==> src/rtl/aes_pkg.sv <==
// Shared types and constants for the iterative AES-128 encryption controller.
package aes_pkg;
  typedef enum logic [1:0] {
    IDLE     = 2'd0,
    INIT_KEY = 2'd1,
    ROUND    = 2'd2,
    DONE     = 2'd3
  } ctrl_state_t;

  localparam int         AES_BLK_W     = 128;
  localparam int         AES128_ROUNDS = 10;
  localparam logic [3:0] FINAL_ROUND   = 4'd9;
endpackage

==> src/rtl/aes_round_counter.sv <==
// Round counter: synchronous clear, enable-gated increment that wraps after
// rollover_val, and a flag marking the last round.
module aes_round_counter
  import aes_pkg::*;
#(
  parameter int CNT_W = 4
) (
  input  logic             clk,
  input  logic             rst,
  input  logic             clear,
  input  logic             count_enable,
  input  logic [CNT_W-1:0] rollover_val,
  output logic [CNT_W-1:0] count,
  output logic             last_round
);

  assign last_round = (count == rollover_val);

  always_ff @(posedge clk) begin
    if (rst || clear) begin
      count <= '0;
    end else if (count_enable) begin
      count <= last_round ? '0 : count + CNT_W'(1);
    end
  end

endmodule

==> src/rtl/aes_round_ctrl.sv <==
// Iterative AES-128 sequencer: owns the block state, fetches round keys and
// steps the shared single-round datapath once per round.
module aes_round_ctrl
  import aes_pkg::*;
#(
  parameter int NUM_ROUNDS = 10,
  parameter int CNT_W      = 4,
  parameter int BLK_W      = 128
) (
  input  logic             clk,
  input  logic             rst,
  input  logic             in_valid,
  output logic             in_ready,
  input  logic [BLK_W-1:0] in_data,
  output logic             rk_req,
  output logic [CNT_W-1:0] rk_idx,
  input  logic             rk_valid,
  input  logic [BLK_W-1:0] rk_data,
  output logic [BLK_W-1:0] dp_state,
  output logic [BLK_W-1:0] dp_key,
  input  logic [BLK_W-1:0] dp_result,
  output logic [CNT_W-1:0] count_out,
  output logic             out_valid,
  input  logic             out_ready,
  output logic [BLK_W-1:0] out_data,
  output logic             busy,
  output logic [15:0]      blocks_done
);

  if (NUM_ROUNDS != AES128_ROUNDS) begin : g_bad_rounds
    $error("aes_round_ctrl supports only AES-128 (NUM_ROUNDS = 10)");
  end

  ctrl_state_t      st_q, st_d;
  logic [BLK_W-1:0] state_q;
  logic [15:0]      blk_cnt;
  logic             cnt_clear, cnt_en, last_round;

  aes_round_counter #(.CNT_W(CNT_W)) u_round_cnt (
    .clk          (clk),
    .rst          (rst),
    .clear        (cnt_clear),
    .count_enable (cnt_en),
    .rollover_val (CNT_W'(NUM_ROUNDS - 1)),
    .count        (count_out),
    .last_round   (last_round)
  );

  always_ff @(posedge clk) begin
    if (rst) st_q <= IDLE;
    else     st_q <= st_d;
  end

  always_comb begin
    st_d      = st_q;
    cnt_clear = 1'b0;
    cnt_en    = 1'b0;
    unique case (st_q)
      IDLE:     if (in_valid) st_d = INIT_KEY;
      INIT_KEY: if (rk_valid) begin
                  st_d      = ROUND;
                  cnt_clear = 1'b1;
                end
      ROUND:    if (rk_valid) begin
                  if (last_round) st_d   = DONE;
                  else            cnt_en = 1'b1;
                end
      DONE:     if (out_ready) begin
                  st_d      = IDLE;
                  cnt_clear = 1'b1;
                end
      default:  st_d = IDLE;
    endcase
  end

  // Handshake outputs depend on the state register only, never on inputs.
  assign in_ready  = (st_q == IDLE);
  assign rk_req    = (st_q == INIT_KEY) || (st_q == ROUND);
  assign rk_idx    = (st_q == ROUND) ? count_out + CNT_W'(1) : '0;
  assign out_valid = (st_q == DONE);
  assign busy      = (st_q != IDLE);

  assign dp_state    = state_q;
  assign dp_key      = rk_data;
  assign out_data    = state_q;
  assign blocks_done = blk_cnt;

  always_ff @(posedge clk) begin
    if (rst) begin
      state_q <= '0;
    end else begin
      unique case (st_q)
        IDLE:     if (in_valid) state_q <= in_data;
        INIT_KEY: if (rk_valid) state_q <= state_q ^ rk_data;
        ROUND:    if (rk_valid) state_q <= dp_result;
        default:  ;
      endcase
    end
  end

  always_ff @(posedge clk) begin
    if (rst) begin
      blk_cnt <= '0;
    end else if ((st_q == DONE) && out_ready) begin
      blk_cnt <= blk_cnt + 16'd1;
    end
  end

endmodule

==> config.mk <==
export PLATFORM = sky130hd
export DESIGN_NAME = aes_round_ctrl
export DESIGN_NICKNAME = d
export VERILOG_FILES = /design/src/rtl/aes_pkg.sv /design/src/rtl/aes_round_counter.sv /design/src/rtl/aes_round_ctrl.sv
export SDC_FILE = /design/constraint.sdc
export NUM_CORES = 1
export LEC_CHECK = 0
export BUFFER_PORTS_ARGS = -buffer_cell sky130_fd_sc_hd__buf_2
export CAP_MARGIN = 20
export CORE_AREA = 5 5 308 310
export CTS_CLUSTER_SIZE = 8
export DETAILED_ROUTE_END_ITERATION = 10
export DIE_AREA = 0 0 313 315
export PLACE_DENSITY = 0.3
export REMOVE_ABC_BUFFERS = 1
export SYNTH_ARGS = -nofsm -noshare
export SYNTH_HDL_FRONTEND = slang
export SYNTH_SLANG_ARGS = --single-unit
==> constraint.sdc <==
create_clock -name clk -period 2.75 [get_ports clk]
set_input_delay 0.1375 -clock clk [delete_from_list [all_inputs] [get_ports clk]]
set_output_delay 0.1375 -clock clk [all_outputs]
set_load 0.03 [all_outputs]
==> run_results.csv <==
group,metric,value,unit
sta,max_freq,399,MHz
sta,post-route-period-util,91.2,%
synth,synth_ff_type,"dfxtp_1",
power,p_clk_share,11.9,%
min_path,min_path_cells,4,
clocking,cts_root_buffer,"clkbuf_16",
sta,finalWorstSetupSlack,0.241,ns
setup_path,reg2reg_slack,0.24,ns
sta,relSlewSlack,44.7,%
routing,via_per_inst,3.73,
power,p_sw_share,56.5,%
setup_path,critical_path_required,3.15,ns
routing,drt_wl_total,54.2,mm
power,power_switching,11800,uW
power,cellPowerDensity,1340,nW/um^2
final_layout,drive_gt1_share,41.9,%
routing,avgRoutedWirePerCell,16.7,um
die,core_region_area,91400,sq um
placement,dpl.hpwl,41.4,mm
final_layout,fin_util,17.0,%
setup_path,cp-startpoint,"st_q[0]",
routing,antenna_left,0,
global_route,grt_pass1_wl,79.1,mm
power,pwr-share-seq,21.7,%
clocking,clk_pin_slew,0.07,ns
clocking,cts_resized,0,
die,io_pins,801,
clocking,cts.path.max_buffers,2,
final_layout,fin_nets,2442,
power,p_leak,0.00733,uW
sta,finalSetupViolCount,0,
setup_path,r2r_cells,7,
clocking,cts_tree,"done",
sta,clock_skew,0.0100,ns
placement,place_area,14500,sq um
setup_path,path_max_fanout,140,
placement,place.gp.congestion,0.773,
sta,hold_viol,0,
job,maxCapViolations,0,
final_layout,final_area,15600,sq um
global_route,grt_util_all_layers,10.3,%
setup_path,reg2reg_to,"dp_state[87]",
clocking,numClockSinks,150,
setup_path,start_kind,"register",
routing,vias,12100,
die,die_x,313,um
die,dieArea,98600,sq um
setup_path,rr_startpoint,"st_q[0]",
global_route,grt-ovfl-total,0,
setup_path,cp-end-kind,"register",
global_route,antenna_found_initial,6,
final_layout,syn2layout_area_growth,40.7,%
die,start_util,12.1,%
sta,rsz0062_at_grt,"false",
synth,postSynthAreaPerCell,7.31,sq um
min_path,hp-class,"in -> reg",
clocking,cts-hold-fix-buffers,49,
clocking,htree_levels,4,
power,ir_worst_vdd,0.942,mV
power,pwr-share-comb,66.5,%
sta,worst_slew_pin_slew,0.830,ns
synth,synth_edf_count,0,
synth,yosys_warnings,0,
global_route,grt_max_degree,141,
clocking,clkLatencyLatePin,0.48,ns
routing,post-route-drc-count,0,
routing,drtIter0Drc,533,
setup_path,arrival,2.91,ns
global_route,grt_pass1_vias,12700,
die,rows,111,
run_status,status,"finished, final reports clean",
synth,postSynth.asyncResetShare,0,%
synth,post_synth_num_cell_types,31,
placement,post-place-ws,0.416,ns
power,power.internal,9100,uW
routing,drt-pass1-iter-count,4,
clocking,postCtsSetupRepairBufs,0,
setup_path,critical_path_class,"reg -> reg",
sta,drv_slew,0,
synth,syn_inst,1513,
clocking,numCtsBuffers,17,
setup_path,endpoint,"dp_state[87]",
synth,ys_seq_area_share,27.2,%
die,fp.dieH,315,um
placement,io_buffers,800,
synth,ys_ff_latch,150,
sta,min_period,2.51,ns
synth,synth_area,11100,sq um
[state kept, by name (all words and copies together), names as in the netlist]
name and flops:
blocks_done 16, dp_state 128, st_q 2, u_round_cnt.count 4
[power groups by stage]
stage	sequential, uW	combinational (uW)	clock (uW)
after floorplan	5430	3300	0
after global placement	4570	14000	0
after detailed placement	4610	14000	0
after CTS	4570	14100	2660
after global routing	4730	15000	2710
final	4540	13900	2480
[worst max-delay path, cell delays in order (launching register included)]
cell and delay (ns):
dfxtp_1 0.43, inv_1 0.15, ha_4 0.21, o21ba_1 0.19
or3_4 0.41, buf_12 0.21, a311o_1 0.45, a21oi_1 0.15
[final cells by class]
type                    instances  area [sq um]
flip-flops and latches        150          3000
multi-input cells             997          5660
inverters                       4          15.0
clock buffers                  25           505
diodes                          3          7.51
repair buffers                876          4820
clock inverters                 7          68.8
well taps                    1186          1480
fillers                     10600         75800
[placed cells by master (no fill, tap or decap), drive strengths merged, types with 25 or more instances in the layout]
master / instances
dlygate4sd3: 49
nor2: 144
xor2: 140
buf: 827
a311o: 128
clkbuf: 25
nand2: 394
dfxtp: 150
a21oi: 135
[Yosys cell counts (4+ instances only)]
master,instances,area [sq um]
nand2_1,394,1480
nor2b_1,4,25.0
buf_6,13,146
or3_1,5,31.3
o21ai_0,4,20.0
ha_1,7,87.6
nand4_1,7,43.8
dfxtp_1,150,3000
nand3_1,7,35.0
a311o_1,128,1280
inv_1,4,15.0
nor2_1,144,541
clkbuf_1,85,319
buf_4,256,1920
xor2_1,140,1230
a21oi_1,135,676
buf_2,8,40.0
[worst min-delay path by stage]
| stage | from | end |
|---|---|---|
| 2_1_floorplan | rst | blocks_done[11] |
| 3_3_place_gp | out_ready | blocks_done[1] |
| 3_5_place_dp | out_ready | blocks_done[1] |
| 4_1_cts | in_data[6] | dp_state[6] |
| 5_1_grt | in_data[3] | dp_state[3] |
| 6_report | in_data[16] | dp_state[16] |
[per-stage QoR]
stage	TNS, ns	power (uW)	std cells	hold slack (ns)
after global routing	0	22400	3247	0.0181
after global placement	0	18600	3164	0.461
after detailed placement	0	18600	3164	0.476
after CTS	0	21300	3245	0.000897
after floorplan	-611.62	8730	1151	0.207
final	0	20900	3248	0.0564
[layer usage]
metal  up-vias  global-route usage (%)  wire, um
li1       5859                       -         -
met1      5754                    11.4     21700
met2       445                    19.2     28200
met3        52                    3.10      3390
met4         2                    2.97       976
met5         -                       0        10
[cell families (layout without fill, tap and decap cells)]
kind of cell               after synthesis  in the layout  synth area share [%]
buffers and inverters                  366            912                  22.1
DFF                                    150            150                  27.2
AOI/OAI and AO/OA                      270            270                  18.1
other                                    0              3                     0
xor gates and xnor gates               143            143                  11.3
adders and majority gates                7              7                 0.792
muxes                                    2              2                 0.192
and+or+nand+nor                        575            575                  20.3
Power figures use the tool's default switching activity.
